===== src/rtl/uart_pkg.sv =====
// Shared constants, FSM encoding and helpers for the UART command-frame controller.
package uart_pkg;

    localparam logic [7:0] HEADER    = 8'hA5;
    localparam logic [7:0] CMD_WR    = 8'h01;
    localparam logic [7:0] CMD_RD    = 8'h02;
    localparam logic [7:0] CMD_BAUD  = 8'h03;
    localparam logic [7:0] ST_OK     = 8'h00;
    localparam logic [7:0] ST_BADCHK = 8'h01;
    localparam logic [7:0] ST_BADCMD = 8'h02;

    localparam int unsigned RESP_LEN = 5;

    typedef enum logic [3:0] {
        IDLE,
        GET_CMD,
        GET_ADDR,
        GET_DATA,
        GET_CHK,
        EXEC,
        RD_WAIT,
        TX_LOAD,
        TX_WAIT
    } frame_state_t;

    function automatic logic [7:0] sat_inc8(input logic [7:0] v);
        return (v == 8'hFF) ? v : v + 8'd1;
    endfunction

endpackage


===== src/rtl/uart_frame_timeout.sv =====
// Inter-byte timeout: counts enabled cycles since the last clear and flags expiry.
module uart_frame_timeout
    import uart_pkg::*;
#(
    parameter logic [19:0] TIMEOUT_CYC = 20'd500000
) (
    input  logic clk,
    input  logic rst,
    input  logic clr,
    input  logic en,
    output logic expire
);

    logic [19:0] cnt;

    assign expire = en && (cnt >= TIMEOUT_CYC);

    always_ff @(posedge clk) begin
        if (rst || clr || expire) begin
            cnt <= '0;
        end else if (en) begin
            cnt <= cnt + 20'd1;
        end
    end

endmodule


===== src/rtl/uart_frame_ctrl.sv =====
// Parses 5-byte command frames, executes register/baud commands and sequences
// the 5-byte response through the byte transmitter.
module uart_frame_ctrl
    import uart_pkg::*;
#(
    parameter logic [7:0]  HEADER      = uart_pkg::HEADER,
    parameter logic [19:0] TIMEOUT_CYC = 20'd500000,
    parameter logic [3:0]  BAUD_RST    = 4'd0
) (
    input  logic       clk,
    input  logic       rst,
    input  logic [7:0] rx_data,
    input  logic       rx_done,
    output logic [7:0] tx_data,
    output logic       send_en,
    input  logic       tx_done,
    output logic [3:0] baud_set,
    output logic       reg_wr_en,
    output logic       reg_rd_en,
    output logic [7:0] reg_addr,
    output logic [7:0] reg_wdata,
    input  logic [7:0] reg_rdata,
    output logic [7:0] err_cnt
);

    frame_state_t state, state_nxt;

    logic [7:0] cmd_q, addr_q, data_q, chk_q, status_q, rdata_q, err_q;
    logic [2:0] idx_q;
    logic [3:0] baud_stage_q;
    logic       baud_pend_q;
    logic       in_get, to_expire, last_byte, err_evt;
    logic [7:0] exec_status, resp_byte;

    assign in_get    = state inside {GET_CMD, GET_ADDR, GET_DATA, GET_CHK};
    assign last_byte = (idx_q == 3'(RESP_LEN - 1));
    assign reg_addr  = addr_q;
    assign reg_wdata = data_q;
    assign err_cnt   = err_q;

    uart_frame_timeout #(.TIMEOUT_CYC(TIMEOUT_CYC)) u_timeout (
        .clk    (clk),
        .rst    (rst),
        .clr    (rx_done),
        .en     (in_get),
        .expire (to_expire)
    );

    // Checksum errors take precedence over an unknown command code.
    always_comb begin
        exec_status = ST_OK;
        if (chk_q != (cmd_q ^ addr_q ^ data_q)) begin
            exec_status = ST_BADCHK;
        end else if (!(cmd_q inside {CMD_WR, CMD_RD, CMD_BAUD})) begin
            exec_status = ST_BADCMD;
        end
    end

    always_comb begin
        case (idx_q)
            3'd0:    resp_byte = HEADER;
            3'd1:    resp_byte = status_q;
            3'd2:    resp_byte = addr_q;
            3'd3:    resp_byte = rdata_q;
            default: resp_byte = status_q ^ addr_q ^ rdata_q;
        endcase
    end

    assign err_evt = ((state == EXEC) && (exec_status != ST_OK)) ||
                     (in_get && !rx_done && to_expire);

    always_ff @(posedge clk) begin
        if (rst) begin
            state <= IDLE;
        end else begin
            state <= state_nxt;
        end
    end

    always_comb begin
        state_nxt = state;
        send_en   = 1'b0;
        reg_wr_en = 1'b0;
        reg_rd_en = 1'b0;
        tx_data   = '0;
        case (state)
            IDLE:     if (rx_done && rx_data == HEADER) state_nxt = GET_CMD;
            GET_CMD:  if (rx_done) state_nxt = GET_ADDR; else if (to_expire) state_nxt = IDLE;
            GET_ADDR: if (rx_done) state_nxt = GET_DATA; else if (to_expire) state_nxt = IDLE;
            GET_DATA: if (rx_done) state_nxt = GET_CHK;  else if (to_expire) state_nxt = IDLE;
            GET_CHK:  if (rx_done) state_nxt = EXEC;     else if (to_expire) state_nxt = IDLE;
            EXEC: begin
                reg_wr_en = (exec_status == ST_OK) && (cmd_q == CMD_WR);
                reg_rd_en = (exec_status == ST_OK) && (cmd_q == CMD_RD);
                state_nxt = reg_rd_en ? RD_WAIT : TX_LOAD;
            end
            RD_WAIT:  state_nxt = TX_LOAD;
            TX_LOAD: begin
                send_en   = 1'b1;
                tx_data   = resp_byte;
                state_nxt = TX_WAIT;
            end
            TX_WAIT: begin
                tx_data = resp_byte;
                if (tx_done) state_nxt = last_byte ? IDLE : TX_LOAD;
            end
            default:  state_nxt = IDLE;
        endcase
    end

    always_ff @(posedge clk) begin
        if (rst) begin
            cmd_q        <= '0;
            addr_q       <= '0;
            data_q       <= '0;
            chk_q        <= '0;
            status_q     <= '0;
            rdata_q      <= '0;
            idx_q        <= '0;
            baud_stage_q <= '0;
            baud_pend_q  <= 1'b0;
            baud_set     <= BAUD_RST;
            err_q        <= '0;
        end else begin
            case (state)
                GET_CMD:  if (rx_done) cmd_q  <= rx_data;
                GET_ADDR: if (rx_done) addr_q <= rx_data;
                GET_DATA: if (rx_done) data_q <= rx_data;
                GET_CHK:  if (rx_done) chk_q  <= rx_data;
                EXEC: begin
                    status_q <= exec_status;
                    rdata_q  <= data_q;
                    idx_q    <= '0;
                    if (exec_status == ST_OK && cmd_q == CMD_BAUD) begin
                        baud_stage_q <= data_q[3:0];
                        baud_pend_q  <= 1'b1;
                    end
                end
                RD_WAIT:  rdata_q <= reg_rdata;
                TX_WAIT: begin
                    if (tx_done) begin
                        idx_q <= idx_q + 3'd1;
                        // Baud switches only once the whole response has left at the old rate.
                        if (last_byte && baud_pend_q) begin
                            baud_set    <= baud_stage_q;
                            baud_pend_q <= 1'b0;
                        end
                    end
                end
                default: ;
            endcase
            if (err_evt) err_q <= sat_inc8(err_q);
        end
    end

endmodule


===== config.mk =====
export PLATFORM = sky130hd
export DESIGN_NAME = uart_frame_ctrl
export DESIGN_NICKNAME = d
export VERILOG_FILES = /design/src/rtl/uart_pkg.sv /design/src/rtl/uart_frame_timeout.sv /design/src/rtl/uart_frame_ctrl.sv
export SDC_FILE = /design/constraint.sdc
export NUM_CORES = 1
export LEC_CHECK = 0
export ABC_CLOCK_PERIOD_IN_PS = 2510
export CAP_MARGIN = 40
export CORE_ASPECT_RATIO = 1.25
export CORE_MARGIN = 10
export CORE_UTILIZATION = 60
export DETAILED_ROUTE_END_ITERATION = 7
export DONT_BUFFER_PORTS = 1
export PLACE_DENSITY_LB_ADDON = 0.12
export SLEW_MARGIN = 20
export SYNTH_ARGS = -nofsm -noshare
export SYNTH_HDL_FRONTEND = slang
export SYNTH_SLANG_ARGS = --single-unit

===== constraint.sdc =====
create_clock -name clk -period 2.51 [get_ports clk]
set_clock_uncertainty 0.2 [all_clocks]
set_input_delay 0.502 -clock clk [delete_from_list [all_inputs] [get_ports clk]]
set_output_delay 0.502 -clock clk [all_outputs]
set_load 0.01 [all_outputs]

Word-level counts from Yosys, hierarchy flattened:

Index checks and enable logic that the tools add are counted.

* flip-flop bits (word level): 92
* output and inout bits: 39
* bits of input ports: 20
* word-level logic and storage cells: 100
* bits in writable memories: 0
* bits in latches: 0
* bits in read-only memories: 0
* memories: 0

* divide/modulo/power cells: 0
* muxes and demuxes: 24
* reductions and logical operators: 32
* $lt $le $gt $ge: 1
* shift-type cells: 0
* eq/ne operators: 22
* $mul: 0
* bitwise operators: 5
* $add $sub $neg: 3

Operators with widths (count)
* case mux 4 bit (9 select lines): 1
* case mux 8 bit (4 select lines): 1
* bitwise XOR 8 bit: 4
* 2-to-1 mux 4 bit: 7
* adder 20 x 1 -> 20 bit, second input constant: 1
* >= comparator 20 x 19 -> 1 bit, second input constant: 1
* equality test 4 x 3 -> 1 bit, second input constant: 4
* equality test 8 x 2 -> 1 bit, second input constant: 2
* equality test 8 bit, second input constant: 2
* case mux 8 bit (2 select lines): 1
* AND reduction 2 bit: 8
* logical AND 1 bit: 9
* adder 8 x 1 -> 8 bit, second input constant: 1
* equality test 4 x 2 -> 1 bit, second input constant: 2
* equality test 8 x 1 -> 1 bit, second input constant: 1
* logical NOT 8 bit: 1
* 2-to-1 mux 8 bit: 1
* inequality test 8 bit: 1
* nonzero test 8 bit: 1
* 2-to-1 mux 1 bit: 7
* equality test 3 x 2 -> 1 bit, second input constant: 2
* 2-to-1 mux 3 bit: 2
* inequality test 2 bit, second input constant: 3
* case mux 3 bit (2 select lines): 1
* other kinds (19): 23

Depth between registers and ports, before layout:

* depth after elaboration: 8
* depth in mapped cells: 9
* gate-level depth less buffers: 7

Cells and area by module:

Synthesis repeated with hierarchy kept, for this count alone.

* cells, all modules: 513
* area total of the unflattened synthesis: 4419.2 µm²

By module, submodules not included
* uart_frame_ctrl: cells each 402, area an instance 3438.3 µm², times used 1
* uart_frame_timeout: cells each 111, area an instance 980.9 µm², times used 1

Worst setup path before layout:

OpenSTA, ideal clock, no wires.

* kind: register to output
* from: register idx_q[2]
* to: output port tx_data[6]
* cell stages (with the launch flop): 10
* slack: 56 ps
* data required time: 1808 ps
* arrival: 1752 ps
* path through: dfxtp_1 -> clkbuf_1 -> inv_1 -> ha_1 -> clkbuf_1 -> o21bai_1 -> clkbuf_1 -> nor2_1 -> o21ai_0 -> a21oi_1

* cells in the longest elaborated chain, start to end: 3

RTL lines
* from (decl): line uart_frame_ctrl.sv:29 `logic [2:0] idx_q;`
* from (signal assigned): line uart_frame_ctrl.sv:142 `idx_q <= idx_q + 3'd1;`
* equality test 3 x 2 -> 1 bit (tied with other cells): line uart_frame_ctrl.sv:60 `case (idx_q)`
* case mux 8 bit (4 select lines) *: line uart_frame_ctrl.sv:60
* 2-to-1 mux 8 bit *: line uart_frame_ctrl.sv:86 `case (state)`
* to (decl): line uart_frame_ctrl.sv:14 `output logic [7:0] tx_data,`

Mark *: on every way between the ends. The rest lies on a longest branch, timed or not.

Worst setup path after layout:

* from: register addr_q[3], in the netlist reg_addr[3]
* to: output port reg_rd_en

* cells in the longest elaborated chain, start to end: 7

RTL lines
* from (decl): line uart_frame_ctrl.sv:28 `logic [7:0] cmd_q, addr_q, data_q, chk_q, status_q, rdata_q, err_q;`
* from (signal assigned): line uart_frame_ctrl.sv:127 `GET_ADDR: if (rx_done) addr_q <= rx_data;`
* bitwise XOR 8 bit (2 in a row): line uart_frame_ctrl.sv:52 `if (chk_q != (cmd_q ^ addr_q ^ data_q)) begin`
* inequality test 8 bit: line uart_frame_ctrl.sv:52
* 2-to-1 mux 2 bit: line uart_frame_ctrl.sv:52
* logical NOT 8 bit: line uart_frame_ctrl.sv:94 `reg_rd_en = (exec_status == ST_OK) && (cmd_q == CMD_RD);`
* logical AND 1 bit: line uart_frame_ctrl.sv:94
* 2-to-1 mux 1 bit: line uart_frame_ctrl.sv:86
* to (decl): line uart_frame_ctrl.sv:19 `output logic reg_rd_en,`

Every way passes these cells.

==> flow_summary.json <==
{
  "final_cells": 646,
  "ys_types": 48,
  "critPathKind": "reg -> out",
  "setup_viol": 10,
  "fin_total_pwr_mw": 2.51,
  "grt_antenna_before_repair": 0,
  "layout-drive-gt1-share_pct": 26.6,
  "swShare_pct": 22.6,
  "p_leak_nw": 2.10,
  "layout.cells.most_common": "nor2_1",
  "gr-total-overflow": 0,
  "async_flop_share_pct": 0,
  "num_rows": 34,
  "ctsLongestPathBuffers": 2,
  "fin_util_pct": 77.0,
  "worstPathArrival_ns": 1.96,
  "die_w_um": 95.7,
  "postSynthCellCount": 506,
  "dp.final_hpwl_mm": 7.92,
  "slew_headroom_pct": 59.8,
  "fmax_mhz": 375,
  "status": "complete, but fails checks",
  "mostFrequentLayoutCells": "nor2_1 (85), dfxtp_1 (68), buf_4 (51)",
  "clkLatencyLatePin_ns": 0.37,
  "yosysSeqAreaShare_pct": 40.1,
  "postSynthNetCount": 534,
  "ant_nets": 0,
  "start_kind": "flop",
  "crit_chain": "xnor2_1, xnor2_1, nand4_1, or3_4, nor2_2, buf_4",
  "area_delta_synth_final_pct": 25.0,
  "drt_wl_total_mm": 11.9,
  "cts-root-buf": "clkbuf_8",
  "start_util_pct": 61.6,
  "vias_per_cell": 5.96,
  "crit_top_cell": "xnor2_1",
  "drtIter0Drc": 278,
  "route.vias.total": 3849,
  "worstPathRequired_ns": 1.81,
  "ir_drop_mv": 0.380,
  "core_mm2": 0.00698,
  "clock_sinks": 86,
  "h-tree-depth": 3,
  "hold_class": "in -> reg",
  "n_fill_cell": 478,
  "switchingPower_uw": 567,
  "drc_errors": 0,
  "tightest_slew_ns": 0.601,
  "clkPwrFrac_pct": 45.0,
  "final.setup.worst_slack_ns": -0.154,
  "grt_pass1_vias": 3727,
  "rsz0062_at_grt": "true",
  "clkSlewWorstSetupHoldPaths_ns": 0.09,
  "violations": "setup timing",
  "wire_per_inst_um": 18.5,
  "cts_tree": "yes",
  "nets": 579,
  "slew_violations": 0,
  "power.density_mw_per_mm2": 466,
  "path_max_fanout": 2,
  "place_ws_ns": 0.0287,
  "synth-edff-count": 0,
  "fp.dieH_um": 115,
  "avgSynthCellArea_um2": 8.49,
  "fin_crit_sh_pct": 106,
  "drv_cap": 0,
  "grt_usage_pct": 20.6,
  "port_buffers": 0,
  "cp_slowest_cell": "or3_4",
  "seq_power_share_pct": 54.2,
  "cpPeakStageDelay_ns": 0.42,
  "multiInputGateArea_mm2": 0.00277,
  "tns_ns": -0.563,
  "synth_area_mm2": 0.00430,
  "place_inst": 619,
  "num_io_pins": 59,
  "numCtsBuffers": 9,
  "power_frac_comb_pct": 0.8,
  "synthFlopType": "dfxtp_1",
  "cp-end-kind": "output port",
  "diodes": 0,
  "first_pass_iters": 7,
  "power.internal_mw": 1.94,
  "gp_congestion": 0.875,
  "grt_max_degree": 59,
  "register_area_mm2": 0.00175,
  "period_needed_ns": 2.66,
  "ys_seq_elements": 86,
  "hold_viol_final": 0,
  "grt_pass1_wl_mm": 18.2,
  "ys_warn_count": 0,
  "dieArea_mm2": 0.0110
}
[cell families after synthesis]
group           Yosys count  share of synthesized area, %
compound gates           80                          11.6
xor+xnor                 46                          9.37
fa+ha+maj                 8                          2.33
buf+inv                  37                          3.46
flops                    86                          40.1
mux                      41                          9.55
simple gates            208                          23.6
[final timing paths]
path                     start  slack, ns  cells past startpoint                end
max                reg_addr[3]      -0.15                      6          reg_rd_en
min                        rst       0.02                      1         err_cnt[7]
max reg2reg           state[2]       0.08                      7         err_cnt[4]
min reg2reg  u_timeout.cnt[18]       0.27                      2  u_timeout.cnt[18]
[final cells by class]
cell class                      count  area share, %
Clock buffer                        9           2.31
Clock inverter                      7           1.91
Inverter                           13           1.00
Multi-Input combinational cell    383           51.5
Sequential cell                    86           32.6
Tap cell                           90           2.10
Timing Repair Buffer               58           8.54
[stage by stage]
stage | hold WS [ns] | cell area (um^2)
floorplan | 0.230 | 4300
global placement | 0.245 | 4660
detailed placement | 0.259 | 4660
CTS | 0.000615 | 5140
global route | -0.00255 | 5370
finish | 0.0199 | 5370
[worst max-delay path, delay by kind of cell (launching register included)]
family / cells / cell delay (ns)
xor+xnor: 2 / 0.42
flops: 1 / 0.35
simple gates: 3 / 0.70
buf+inv: 1 / 0.13
[metal layers]
layer / track usage [%] / share of wire (%)
met3: 5.91 / 7.6
met5: 0 / 0
met1: 24.4 / 41
met4: 7.19 / 2.0
met2: 34.4 / 50
[registers in the layout, summed over array words and instances, names as in the netlist]
register	count
baud_pend_q	1
baud_set	4
baud_stage_q	4
chk_q	8
cmd_q	8
err_cnt	8
idx_q	3
rdata_q	8
reg_addr	8
reg_wdata	8
state	4
status_q	2
u_timeout.cnt	20
[power by group through the flow]
stage	Sequential [mW]	Clock [mW]	Combinational, mW
floorplan	1.40	0	0.0251
global placement	1.40	0	0.0129
detailed placement	1.40	0	0.0131
CTS	1.36	1.13	0.0170
global route	1.36	1.19	0.0217
finish	1.36	1.13	0.0204
[cells in the mapped netlist, drive strengths merged (8+ instances only)]
cell type | count | area, um^2
xnor2 | 33 | 289
inv | 13 | 48.8
nand2 | 28 | 105
nand3 | 19 | 95.1
dfxtp | 86 | 1720
a22oi | 8 | 60.1
nor2 | 94 | 353
a21oi | 28 | 151
clkbuf | 19 | 71.3
nor3 | 15 | 80.1
ha | 8 | 100
xor2 | 13 | 114
o21ai | 20 | 104
mux2i | 41 | 410
[repair_timing]
item	CTS	global route
setup endpoints to repair	10	14
hold endpoints to repair	7	5
buffers inserted	4	5
gates resized for setup	57	47
hold buffers	1	1
cloned	1	0
pin swaps	20	27
Note: power is estimated with default switching activity, not from simulation.
